<file path="config.mk">
export PLATFORM = sky130hd
export DESIGN_NAME = ztft43_bus_responder_flat
export DESIGN_NICKNAME = d
export VERILOG_FILES = /design/src/rtl/ztft43_bus_responder_if.sv /design/src/rtl/ztft43_bus_responder.sv /design/src/flat_wrapper.sv
export SDC_FILE = /design/constraint.sdc
export NUM_CORES = 1
export LEC_CHECK = 0
export ABC_AREA = 1
export CAP_MARGIN = 20
export CORE_MARGIN = 8
export CORE_UTILIZATION = 60
export DETAILED_ROUTE_END_ITERATION = 10
export PLACE_DENSITY = 0.87
export SLEW_MARGIN = 20
export SYNTH_ARGS = -nofsm -noshare
export SYNTH_HDL_FRONTEND = slang
export SYNTH_SLANG_ARGS = --single-unit
export TNS_END_PERCENT = 10
</file>
<file path="constraint.sdc">
create_clock -name clk -period 2.7 [get_ports clk]
set_input_delay 0.54 -clock clk [delete_from_list [all_inputs] [get_ports clk]]
set_output_delay 0.54 -clock clk [all_outputs]
set_load 0.1 [all_outputs]
</file>
<file path="src/rtl/ztft43_bus_responder_if.sv">
// rtl/ztft43_bus_responder_if.sv - LCD 8080 bus and event stream bundle for the TFT43 responder
interface ztft43_bus_responder_if;
    logic        LCD_CS;
    logic        LCD_RS;
    logic        LCD_WR;
    logic        LCD_RD;
    logic [15:0] LCD_DATA_I;
    logic [15:0] LCD_DATA_O;
    logic        LCD_DATA_OE;
    logic        ev_valid;
    logic        ev_ready;
    logic        ev_rs;
    logic [15:0] ev_data;

    modport slave (
        input  LCD_CS, LCD_RS, LCD_WR, LCD_RD, LCD_DATA_I, ev_ready,
        output LCD_DATA_O, LCD_DATA_OE, ev_valid, ev_rs, ev_data
    );

    modport master (
        output LCD_CS, LCD_RS, LCD_WR, LCD_RD, LCD_DATA_I, ev_ready,
        input  LCD_DATA_O, LCD_DATA_OE, ev_valid, ev_rs, ev_data
    );
endinterface

</file>
<file path="src/rtl/ztft43_bus_responder.sv">
// rtl/ztft43_bus_responder.sv - TFT43 panel-side 8080 bus responder with event FIFO and bring-up checker
module ztft43_bus_responder #(
    parameter int          FIFO_DEPTH  = 16,
    parameter int          MIN_SLP_CYC = 1200,
    parameter logic [15:0] ID_WORD     = 16'h8000
) (
    input  logic                   clk,
    input  logic                   rst_n,
    ztft43_bus_responder_if.slave  bus,
    output logic [15:0]            wr_count,
    output logic                   sleep_out,
    output logic                   disp_on,
    output logic                   err_ovf,
    output logic                   err_seq
);
    localparam int             AW       = $clog2(FIFO_DEPTH);
    localparam int             CW       = $clog2(MIN_SLP_CYC + 1);
    localparam logic [AW:0]    FULL_CNT = (AW + 1)'(FIFO_DEPTH);
    localparam logic [CW-1:0]  SLP_MAX  = CW'(MIN_SLP_CYC);
    // Idle bus level: CS, WR, RD high so no strobe edge is invented on reset release
    localparam logic [19:0]    BUS_IDLE = {1'b1, 1'b0, 1'b1, 1'b1, 16'h0000};

    typedef enum logic [1:0] {ST_IDLE, ST_SLP, ST_ON} seq_t;

    logic [19:0] sync1, sync2;
    logic        wr_prev, rd_prev;
    logic        cs_s, rs_s, wr_s, rd_s;
    logic [15:0] dat_s;
    logic        wr_rise, rd_fall;

    logic        cap_valid, cap_rs;
    logic [15:0] cap_data;

    logic [16:0]   mem [FIFO_DEPTH];
    logic [AW-1:0] wr_ptr, rd_ptr;
    logic [AW:0]   count;
    logic          fifo_full, push, pop;

    logic [15:0] last_cmd, last_dat, rd_val;
    seq_t        state;
    logic [CW-1:0] slp_cnt;

    assign {cs_s, rs_s, wr_s, rd_s, dat_s} = sync2;
    assign wr_rise = wr_s & ~wr_prev & ~cs_s;
    // A write strobe held low alongside RD suppresses the read response
    assign rd_fall = ~rd_s & rd_prev & ~cs_s & wr_s;

    always_ff @(posedge clk or negedge rst_n) begin
        if (!rst_n) begin
            sync1     <= BUS_IDLE;
            sync2     <= BUS_IDLE;
            wr_prev   <= 1'b1;
            rd_prev   <= 1'b1;
            cap_valid <= 1'b0;
            cap_rs    <= 1'b0;
            cap_data  <= 16'h0000;
        end else begin
            sync1     <= {bus.LCD_CS, bus.LCD_RS, bus.LCD_WR, bus.LCD_RD, bus.LCD_DATA_I};
            sync2     <= sync1;
            wr_prev   <= wr_s;
            rd_prev   <= rd_s;
            cap_valid <= wr_rise;
            cap_rs    <= rs_s;
            cap_data  <= dat_s;
        end
    end

    assign fifo_full    = (count == FULL_CNT);
    assign bus.ev_valid = (count != '0);
    assign pop          = bus.ev_valid & bus.ev_ready;
    assign push         = cap_valid & (~fifo_full | pop);
    assign bus.ev_rs    = bus.ev_valid & mem[rd_ptr][16];
    assign bus.ev_data  = bus.ev_valid ? mem[rd_ptr][15:0] : 16'h0000;

    always_ff @(posedge clk) begin
        if (push) begin
            mem[wr_ptr] <= {cap_rs, cap_data};
        end
    end

    always_ff @(posedge clk or negedge rst_n) begin
        if (!rst_n) begin
            wr_ptr   <= '0;
            rd_ptr   <= '0;
            count    <= '0;
            wr_count <= 16'h0000;
            err_ovf  <= 1'b0;
        end else begin
            if (push) wr_ptr <= wr_ptr + 1'b1;
            if (pop)  rd_ptr <= rd_ptr + 1'b1;
            case ({push, pop})
                2'b10:   count <= count + 1'b1;
                2'b01:   count <= count - 1'b1;
                default: count <= count;
            endcase
            if (cap_valid && wr_count != 16'hFFFF) wr_count <= wr_count + 16'd1;
            if (cap_valid && !push)                err_ovf  <= 1'b1;
        end
    end

    assign rd_val = (last_cmd inside {16'hDA00, 16'hDB00, 16'hDC00}) ? ID_WORD : last_dat;

    always_ff @(posedge clk or negedge rst_n) begin
        if (!rst_n) begin
            last_cmd        <= 16'h0000;
            last_dat        <= 16'h0000;
            bus.LCD_DATA_O  <= 16'h0000;
            bus.LCD_DATA_OE <= 1'b0;
        end else begin
            if (cap_valid && !cap_rs) last_cmd <= cap_data;
            if (cap_valid &&  cap_rs) last_dat <= cap_data;
            if (rd_fall) begin
                bus.LCD_DATA_O  <= rd_val;
                bus.LCD_DATA_OE <= 1'b1;
            end else if (rd_s || cs_s) begin
                bus.LCD_DATA_OE <= 1'b0;
            end
        end
    end

    // Bring-up tracker: only command captures move it; the counter runs only while asleep-exiting
    always_ff @(posedge clk or negedge rst_n) begin
        if (!rst_n) begin
            state     <= ST_IDLE;
            slp_cnt   <= '0;
            sleep_out <= 1'b0;
            disp_on   <= 1'b0;
            err_seq   <= 1'b0;
        end else begin
            if (state == ST_SLP && slp_cnt != SLP_MAX) slp_cnt <= slp_cnt + 1'b1;
            if (cap_valid && !cap_rs) begin
                if (cap_data == 16'h1100) begin
                    state     <= ST_SLP;
                    slp_cnt   <= '0;
                    sleep_out <= 1'b1;
                end else if (cap_data == 16'h2900) begin
                    case (state)
                        ST_IDLE: err_seq <= 1'b1;
                        ST_SLP: begin
                            state   <= ST_ON;
                            disp_on <= 1'b1;
                            if (slp_cnt < SLP_MAX) err_seq <= 1'b1;
                        end
                        default: state <= state;
                    endcase
                end
            end
        end
    end
endmodule

</file>
<file path="src/flat_wrapper.sv">
// flat-port wrapper written by rule: the top's interface ports become plain ports
module ztft43_bus_responder_flat 
#(
    parameter int          FIFO_DEPTH  = 16,
    parameter int          MIN_SLP_CYC = 1200,
    parameter logic [15:0] ID_WORD     = 16'h8000
)
  (clk, rst_n, wr_count, sleep_out, disp_on, err_ovf, err_seq, bus_LCD_CS, bus_LCD_RS, bus_LCD_WR, bus_LCD_RD, bus_LCD_DATA_I, bus_ev_ready, bus_LCD_DATA_O, bus_LCD_DATA_OE, bus_ev_valid, bus_ev_rs, bus_ev_data);
  ztft43_bus_responder_if bus_i ();
  input  logic clk;
  input  logic rst_n;
  output logic [15:0] wr_count;
  output logic sleep_out;
  output logic disp_on;
  output logic err_ovf;
  output logic err_seq;
  input wire logic [$bits(bus_i.LCD_CS)-1:0] bus_LCD_CS;
  input wire logic [$bits(bus_i.LCD_RS)-1:0] bus_LCD_RS;
  input wire logic [$bits(bus_i.LCD_WR)-1:0] bus_LCD_WR;
  input wire logic [$bits(bus_i.LCD_RD)-1:0] bus_LCD_RD;
  input wire logic [$bits(bus_i.LCD_DATA_I)-1:0] bus_LCD_DATA_I;
  input wire logic [$bits(bus_i.ev_ready)-1:0] bus_ev_ready;
  output wire logic [$bits(bus_i.LCD_DATA_O)-1:0] bus_LCD_DATA_O;
  output wire logic [$bits(bus_i.LCD_DATA_OE)-1:0] bus_LCD_DATA_OE;
  output wire logic [$bits(bus_i.ev_valid)-1:0] bus_ev_valid;
  output wire logic [$bits(bus_i.ev_rs)-1:0] bus_ev_rs;
  output wire logic [$bits(bus_i.ev_data)-1:0] bus_ev_data;
  assign bus_i.LCD_CS = bus_LCD_CS;
  assign bus_i.LCD_RS = bus_LCD_RS;
  assign bus_i.LCD_WR = bus_LCD_WR;
  assign bus_i.LCD_RD = bus_LCD_RD;
  assign bus_i.LCD_DATA_I = bus_LCD_DATA_I;
  assign bus_i.ev_ready = bus_ev_ready;
  assign bus_LCD_DATA_O = bus_i.LCD_DATA_O;
  assign bus_LCD_DATA_OE = bus_i.LCD_DATA_OE;
  assign bus_ev_valid = bus_i.ev_valid;
  assign bus_ev_rs = bus_i.ev_rs;
  assign bus_ev_data = bus_i.ev_data;
  ztft43_bus_responder #(.FIFO_DEPTH(FIFO_DEPTH), .MIN_SLP_CYC(MIN_SLP_CYC), .ID_WORD(ID_WORD)) u_core (.clk(clk), .rst_n(rst_n), .bus(bus_i), .wr_count(wr_count), .sleep_out(sleep_out), .disp_on(disp_on), .err_ovf(err_ovf), .err_seq(err_seq));
endmodule
</file>
# After elaboration in Yosys (flattened, before gate mapping)
# Memory sizes are Yosys's and may differ from the RTL's.
# Cells that the tools add are included.
[totals]
reg_bits = 155
mem_count = 1
output_inout_bits = 55
ram_bits = 272
in_bits = 23
elab_cells = 90
[memory_table]
columns = ["name", "words", "word_bits", "read_ports", "rd_clocked_by_memory_dff", "write_ports", "line", "rtl"]
rows = [
  ["u_core.mem", 16, 17, 1, 0, 1, "ztft43_bus_responder.sv:34", "logic [16:0] mem [FIFO_DEPTH];"],
]
[op_classes]
reduce_logical = 20
eq_ne = 12
muxes = 15
addsub = 6
order_cmp = 1
bitwise_logic = 14
[op_table]
columns = ["op", "count"]
rows = [
  ["$eq A16 B16 Y1 const B", 3],
  ["$mux W11", 3],
  ["$mux W16", 2],
  ["$add A16 B1 Y16 const B", 1],
  ["$eq A16 B13 Y1 const B", 1],
  ["$eq A16 B14 Y1 const B", 1],
  ["$ne A16 B16 Y1 const B", 1],
  ["$add A11 B1 Y11 const B", 1],
  ["$lt A11 B11 Y1 const B", 1],
  ["$ne A11 B11 Y1 const B", 1],
  ["$pmux W5 S2", 1],
  ["$reduce_bool A2 Y1", 5],
  ["$add A4 B1 Y4 const B", 2],
  ["$and A1 B1 Y1", 8],
  ["$mux W2", 3],
  ["$add A5 B1 Y5 const B", 1],
  ["$eq A5 B5 Y1 const B", 1],
  ["$logic_and A1 B1 Y1", 5],
  ["$mux W1", 5],
  ["$not A1 Y1", 5],
  ["$reduce_and A5 Y1", 1],
  ["$reduce_bool A5 Y1", 1],
  ["$sub A5 B1 Y5 const B", 1],
  ["$eq A2 B1 Y1 const B", 2],
  ["other kinds (11)", 12],
]

# Depth between registers and ports, before layout
# Gate-level depths: netlist of the first run.
[logic_depth]
word_depth = 6
ltp_mapped = 13
mapped_depth_nobuf = 13

# Worst setup path before layout of the first run
# OpenSTA, ideal clock, no wires.
[synth_timing]
path_kind = "register to output"
from = "reg u_core.count[0]"
to = "out bus_ev_data[10]"
slack_ps = -788
required_ps = 2160
stages_incl_launch_ff = 6
path_buffers = 1
arrival_ps = 2948
cell_sequence = "dfrtp_1 nor2_2 nand3_2 clkinv_1 buf_2 a21oi_1"
[synth_via]
elab_chain_cells = 2
[synth_rtl]
columns = ["element", "line", "rtl"]
rows = [
  ["from (decl)", "ztft43_bus_responder.sv:36", "logic [AW:0] count;"],
  ["from (signal assigned)", "ztft43_bus_responder.sv:92", "2'b10: count <= count + 1'b1;"],
  ["from (signal assigned)", "ztft43_bus_responder.sv:93", "2'b01: count <= count - 1'b1;"],
  ["from (signal assigned)", "ztft43_bus_responder.sv:94", "default: count <= count;"],
  ["$reduce_bool A5 Y1", "ztft43_bus_responder.sv:69", "assign bus.ev_valid = (count != '0);"],
  ["named net bus_ev_valid", "flat_wrapper.sv:25", "output wire logic [$bits(bus_i.ev_valid)-1:0] bus_ev_valid;"],
  ["$mux W16", "ztft43_bus_responder.sv:73", "assign bus.ev_data = bus.ev_valid ? mem[rd_ptr][15:0] : 16'h0000;"],
  ["to (decl)", "flat_wrapper.sv:27", "output wire logic [$bits(bus_i.ev_data)-1:0] bus_ev_data;"],
]
# The timed path passes the listed nets, and every way through them passes these cells.

# Final worst setup path of the first run
[layout_timing]
from = "reg u_core.rd_ptr[0]"
to = "out bus_ev_data[6]"
[layout_via]
elab_chain_cells = 2
[layout_rtl]
columns = ["element", "line", "rtl"]
rows = [
  ["from (decl)", "ztft43_bus_responder.sv:35", "logic [AW-1:0] wr_ptr, rd_ptr;"],
  ["from (signal assigned)", "ztft43_bus_responder.sv:90", "if (pop) rd_ptr <= rd_ptr + 1'b1;"],
  ["$mem_v2 Z16 W17", "n/a", ""],
  ["$mux W16", "ztft43_bus_responder.sv:73", ""],
]
# Every way passes these cells.

==> qor.txt, run 1 <==
placed cell area = 0.0186 mm²
leak pwr = 8.58 nW
antenna violations before repair = 0
final setup fails = 17
CP arrival = 2.41 ns
DR vias/cell = 6.19
setup tns final = -3.14 ns
Final min period = 2.95 ns
Starting Density = 61.2%
die area = 0.0341 mm²
hold slack = -0.0167 ns
via count = 12,800
Syn Nets = 1,566
Post-synth EDFFs = 272
Gate Count Post-Synth = 1,531
worst-path cell chain = clkinv_8 -> buf_12 -> buf_16 -> nand2_1 -> nand3_1 -> nand3_1 -> nand2_2 -> nand2_1 -> a21oi_4 -> buf_12
status = complete, but fails checks
post-synthesis sequential area ratio = 70.7%
RSZ-0062 raised after global routing = yes
metal2 WL = 23,300 µm
worst vdd rail ir drop = 886 µV
Hold WC Path Type = in2async
Top FF cell, synth = edfxtp_1
Die X = 185 µm
worst-path fanout max = 15
Final Slew Violations = 0
Yosys cell types = 33
CP max stage delay = 0.54 ns
met3 routed WL = 5300 µm
PwrDens = 1200 mW/mm²
Required @ worst endpoint = 2.16 ns
CTS root buffer = clkbuf_16
port bufs = 77
antenna viol nets, final = 0
largest net degree at the start of global routing = 68
Layout Nets = 1,696
worst relative slew slack = 42.2%
reg2reg end = u_core.count[4]$_DFFE_PN0P_
Clk Latency, worst-skew pair = 0.54 ns
top sig layer = met4
met1 WL = 16,600 µm
Syn Std Cell Area = 0.0171 mm²
Wirelength per Cell = 22.9 µm
Ports = 78
Setup WS post-layout = -0.250 ns
Placer Congestion = 0.854
Fmax = 339 MHz
num rows = 61
GR Overflow Total = 0
Core Util, Final = 75.5%
CTS tree = yes
r2r setup slk = 0.24 ns
# diodes = 0
reg-to-reg critical path startpoint = u_core.count[3]$_DFFE_PN0P_
CP Depth = 10
critical path capture point type = output port
CP startpoint = u_core.rd_ptr[0]$_DFFE_PN0N_
H-tree depth = 2
crit path kind = reg2out
CTS Buf Count = 41
Max Cap Violations = 0
starting DRC count in detailed routing = 1,984
CTS clk-pin slew, worst paths = 0.07 ns
Fin. Hold Viols = 9
clk_skew = 0.0223 ns
Core Footprint = 0.0279 mm²
clk sinks = 427
detailed placer's ending HPWL = 24,100 µm
type of origin of the critical path = flop
Ys Warns = 0
cell count of the worst reg-to-reg path = 13
Remaining DRCs = 0
crit path capture = bus_ev_data[6]
deepest clock path buffer count = 3
Final Cell Area = 0.0210 mm²
fraction of layout cells with a size suffix above 1 = 18.5%
Die H = 185 µm
Synth Register Bits = 427
worst slew pin tran = 0.866 ns
area delta synth->final = 23.3%
vias in the first global route = 12,500
synthesized area per cell = 11.1 µm²
First-pass DRT Iterations = 6
first-pass GRT wire length = 69,100 µm
Crit path max-delay family = buffers and inverters
ys async rst share = 36.3%
Tcrit/Tclk final = 109%
gr usage total = 26.4%
WP buf/inv = 4
Worst path slowest cell = dfrtp_4
WL final = 47,300 µm
failing checks = negative hold slack, negative setup slack
==> synth_stat cells (5+ instances only) <==
master / instances / area [µm²]
nand2_1: 500 / 1880
edfxtp_1: 272 / 8170
nand3_1: 244 / 1220
dfrtp_1: 147 / 3680
nor2_1: 75 / 282
inv_1: 67 / 251
buf_2: 47 / 235
o21ai_0: 39 / 195
a21oi_1: 29 / 145
nand4_1: 16 / 100
xor2_1: 15 / 131
clkbuf_1: 11 / 41.3
ha_1: 11 / 138
xnor2_1: 11 / 96.3
dfstp_2: 8 / 210
nor3_1: 5 / 25.0
==> how the worst min path moves through the flow <==
stage | from | endpoint | slack, ns | cells past startpoint
finish | rst_n | u_core.slp_cnt[6]$_DFF_PN0_ | -0.02 | 1
global route | rst_n | u_core.slp_cnt[6]$_DFF_PN0_ | 0.05 | 1
CTS | rst_n | u_core.slp_cnt[8]$_DFF_PN0_ | 0.02 | 1
detailed placement | u_core.sync2[7]$_DFF_PN0_ | u_core.cap_data[7]$_DFF_PN0_ | 0.33 | 0
global placement | u_core.sync2[13]$_DFF_PN0_ | u_core.cap_data[13]$_DFF_PN0_ | 0.33 | 0
floorplan | rst_n | u_core.bus.LCD_DATA_OE$_DFFE_PN0P_ | 0.24 | 0
==> area by class of cell <==
| class | count | area, µm² |
|---|---|---|
| Clock buffer | 55 | 1120 |
| Timing Repair Buffer | 155 | 2010 |
| Tap cell | 378 | 473 |
| Fill cell | 1593 | 6830 |
| Multi-Input combinational cell | 963 | 4820 |
| Sequential cell | 427 | 12100 |
| Inverter | 73 | 290 |
| Clock inverter | 15 | 246 |
==> routing by layer <==
| metal | GRT usage, % | vias to the layer above |
|---|---|---|
| li1 | - | 5417 |
| met1 | 33.0 | 6121 |
| met2 | 44.3 | 1051 |
| met3 | 4.92 | 197 |
| met4 | 12.4 | 0 |
| met5 | 0 | - |
==> state kept, by name (all words and copies together) (netlist names) <==
| signal | cells |
|---|---|
| u_core.state | 2 |
| u_core.err_seq | 1 |
| u_core.wr_prev | 1 |
| u_core.sync1 | 20 |
| u_core.bus.LCD_DATA_O | 16 |
| u_core.last_cmd | 16 |
| u_core.cap_rs | 1 |
| u_core.slp_cnt | 11 |
| u_core.err_ovf | 1 |
| u_core.rd_prev | 1 |
| u_core.rd_ptr | 4 |
| u_core.wr_ptr | 4 |
| u_core.cap_data | 16 |
| u_core.sync2 | 20 |
| u_core.last_dat | 16 |
| u_core.wr_count | 16 |
| u_core.sleep_out | 1 |
| u_core.cap_valid | 1 |
| u_core.bus.LCD_DATA_OE | 1 |
| u_core.disp_on | 1 |
| u_core.mem | 272 |
| u_core.count | 5 |
==> power by group <==
group / switching (mW) / leakage, nW / internal [mW]
combinational: 7.66 / 3.56 / 3.90
clock: 2.38 / 0.660 / 3.57
sequential: 0.381 / 4.36 / 7.41
==> cell usage in the layout (no fill, tap or decap), types with 39 or more instances in the layout <==
master / instances
nand2_2: 46
clkbuf_16: 49
o21ai_0: 39
buf_4: 77
dfrtp_1: 145
nand3_1: 211
nor2_1: 75
inv_1: 66
nand2_1: 453
edfxtp_1: 272
==> through the flow <==
stage | worst slack (ns) | cells | power [mW]
finish | -0.250 | 2066 | 25.3
global route | -0.313 | 2066 | 26.1
CTS | -0.155 | 2057 | 24.1
detailed placement | 0.0869 | 1971 | 17.0
global placement | 0.179 | 1971 | 16.8
floorplan | -0.611 | 1531 | 14.0
==> cell families (layout without fill, tap and decap cells) <==
group / after synthesis / after routing / share of synthesized area, %
fa+ha+maj: 12 / 12 / 0.924
flops: 427 / 427 / 70.7
simple gates: 854 / 854 / 21.3
buf+inv: 141 / 298 / 3.61
xor+xnor: 26 / 26 / 1.34
compound gates: 71 / 71 / 2.13
==> repair_timing <==
item,CTS,global route
gates resized for setup,48,72
setup buffers,7,2
gates cloned,9,8
setup endpoints to repair,17,17
hold buffers,0,0
pin swaps,18,35
(Power assumes the default switching activity.)
==> run 2, diff against run 1 <==
--- a/config.mk
+++ b/config.mk
@@ -8,9 +8,9 @@
 export ABC_AREA = 1
 export CAP_MARGIN = 20
 export CORE_MARGIN = 8
-export CORE_UTILIZATION = 60
+export CORE_UTILIZATION = 55
 export DETAILED_ROUTE_END_ITERATION = 10
-export PLACE_DENSITY = 0.87
+export PLACE_DENSITY = 0.82
 export SLEW_MARGIN = 20
 export SYNTH_ARGS = -nofsm -noshare
 export SYNTH_HDL_FRONTEND = slang
==> qor.txt, run 2 (synthesis gave the netlist of run 1 again) <==
status = complete, but fails checks
failing checks = negative setup slack
worst-path fanout max = 23 (+8)
Largest Register = u_core.mem
most frequent cells in the layout = 469 x nand2_1, 272 x edfxtp_1, 215 x nand3_1
sw frac = 40.9% (-0.32 points)
GR Overflow Total = 0 (unchanged)
type of origin of the critical path = flop
port bufs = 77 (unchanged)
clk sinks = 427 (unchanged)
Ports = 78 (unchanged)
First-pass DRT Iterations = 6 (unchanged)
Final Slew Violations = 0 (unchanged)
antenna viol nets, final = 0 (unchanged)
Starting Density = 55.8% (-5.5 points)
Tcrit/Tclk final = 108% (-0.76 points)
vias in the first global route = 12,200 (-2.7%)
critical path capture point type = output port
CTS Buf Count = 41 (unchanged)
deepest clock path buffer count = 3 (unchanged)
CTS root buffer = clkbuf_16
leak pwr = 8.56 nW (-0.26%)
Fin. Hold Viols = 0 (-9)
Clock Power Share = 23.7% (+0.2 points)
fraction of layout cells with a size suffix above 1 = 17.6% (-0.89 points)
Clk Latency, worst-skew pair = 0.53 ns (about the same)
Hold WC Path Type = in2async
PwrDens = 1180 mW/mm² (-2.0%)
Layout Nets = 1,698 (+0.12%)
reg2reg end = u_core.count[4]$_DFFE_PN0P_
Placer Congestion = 0.819 (-4.2%)
via count = 12,100 (-5.2%)
Filler cells = 1,997 (+25%)
Core Footprint = 0.0306 mm² (+9.8%)
Remaining DRCs = 0 (unchanged)
P_int = 14.6 mW (-2.0%)
Required @ worst endpoint = 2.16 ns (about the same)
worst slew pin tran = 0.832 ns (-0.0348 ns)
first-pass GRT wire length = 65,900 µm (-4.6%)
reg-to-reg critical path startpoint = u_core.count[0]$_DFFE_PN0P_
final setup fails = 17 (unchanged)
power share of the combinational group = 44.9% (-0.8 points)
Reg power frac = 31.4% (+0.6 points)
Die X = 192 µm (+4.1%)
largest net degree at the start of global routing = 74 (+8.8%)
cell count of the worst reg-to-reg path = 13 (unchanged)
die area = 0.0369 mm² (+8.3%)
Setup WS post-layout = -0.229 ns (+0.0205 ns)
worst relative slew slack = 44.4% (+2.2 points)
commonest non-fill, non-tap cell in the layout = nand2_1
pre-CTS WS = 0.0885 ns (+0.00168 ns)
antenna violations before repair = 0 (unchanged)
placed cell area = 0.0188 mm² (+0.63%)
CTS tree = yes
Die H = 192 µm (+4.1%)
crit path capture = bus_ev_data[4]
# diodes = 0 (unchanged)
WL final = 44,200 µm (-6.5%)
Largest register FFs = 272 (unchanged)
clk_skew = 0.0172 ns (-0.00512 ns)
r2r setup slk = 0.40 ns (+0.16 ns)
CTS clk-pin slew, worst paths = 0.07 ns (about the same)
detailed placer's ending HPWL = 24,600 µm (+2.2%)
Final Cell Area = 0.0209 mm² (-0.54%)
Wirelength per Cell = 21.1 µm (-7.6%)
crit path kind = reg2out
CP arrival = 2.39 ns (-0.02 ns)
num rows = 64 (+4.9%)
starting DRC count in detailed routing = 1,501 (-24%)
Largest regs = u_core.mem: 272 flops, u_core.sync1: 20 flops, u_core.sync2: 20 flops
gr usage total = 23.0% (-3.4 points)
NetSw = 10.1 mW (-3.3%)
DR vias/cell = 5.80 (-6.3%)
Final min period = 2.93 ns (-0.0205 ns)
worst vdd rail ir drop = 1020 µV (+15%)
Fmax = 341 MHz (+0.70%)
H-tree depth = 2 (unchanged)
CP startpoint = u_core.rd_ptr[0]$_DFFE_PN0N_
Max Cap Violations = 0 (unchanged)
RSZ-0062 raised after global routing = yes
Core Util, Final = 68.4% (-7.1 points)
area delta synth->final = 22.6%
run 2: final cells by class:
cell class / count / area, µm² / share of cell area [%]
multi-input combinational: 963 / 4740 / 22.7
timing repair buffer: 157 / 1960 / 9.36
sequential: 427 / 12100 / 57.7
clock inverter: 20 / 234 / 1.12
clock buffer: 54 / 1140 / 5.44
tap: 396 / 495 / 2.37
inverter: 73 / 287 / 1.37
run 2: timing repair:
item | in CTS | in global routing
pin swaps | 16 | 25
gates resized for setup | 43 | 51
hold endpoints to repair | 0 | 0
hold buffers | 0 | 0
cloned | 5 | 9
endpoints found under the setup margin | 17 | 17
setup buffers | 9 | 1
run 2: worst max-delay path: stages (launching register included):
cell and delay [ns]:
dfrtp_4 0.53, clkinv_8 0.10, buf_12 0.11, clkbuf_16 0.19
nand2_1 0.07, nand3_1 0.07, nand3_1 0.07, nand2_1 0.08
nand2_1 0.08, a21oi_2 0.20, buf_4 0.16, buf_12 0.17
run 2: how the worst min path moves through the flow:
stage                               startpoint                            endpoint  slack [ns]
floorplan                                rst_n  u_core.bus.LCD_DATA_OE$_DFFE_PN0P_        0.24
global placement    u_core.sync2[15]$_DFF_PN0_       u_core.cap_data[15]$_DFF_PN0_        0.33
detailed placement   u_core.sync2[8]$_DFF_PN0_        u_core.cap_data[8]$_DFF_PN0_        0.33
CTS                                      rst_n        u_core.sleep_out$_DFFE_PN0P_        0.02
global route                             rst_n        u_core.sleep_out$_DFFE_PN0P_        0.06
finish                                   rst_n        u_core.sleep_out$_DFFE_PN0P_       0.006
run 2: metal layers:
layer,vias to the layer above,part of all wire (%),GRT usage [%],routed length (µm)
met5,-,0,0,0
met4,0,2.9,8.64,1280
met3,94,9.5,4.28,4210
met2,757,49,38.6,21700
met1,5851,38,29.4,17000
li1,5420,-,-,-
run 2: per-stage QoR:
stage / power (mW) / TNS (ns) / instances / hold WS, ns
after floorplan: 14.0 / -6.28 / 1531 / 0.244
after global placement: 17.0 / 0 / 1995 / 0.332
after detailed placement: 17.2 / 0 / 1995 / 0.335
after CTS: 23.8 / -2.39 / 2083 / 0.0250
after global routing: 25.5 / -3.67 / 2090 / 0.0605
final: 24.7 / -2.61 / 2090 / 0.00577
run 2: power by group through the flow:
stage	clock network (mW)	logic, mW	registers (mW)
after floorplan	0	5.57	8.43
after global placement	0	9.18	7.84
after detailed placement	0	9.35	7.86
after CTS	5.87	10.2	7.74
after global routing	6.12	11.6	7.79
final	5.84	11.1	7.75
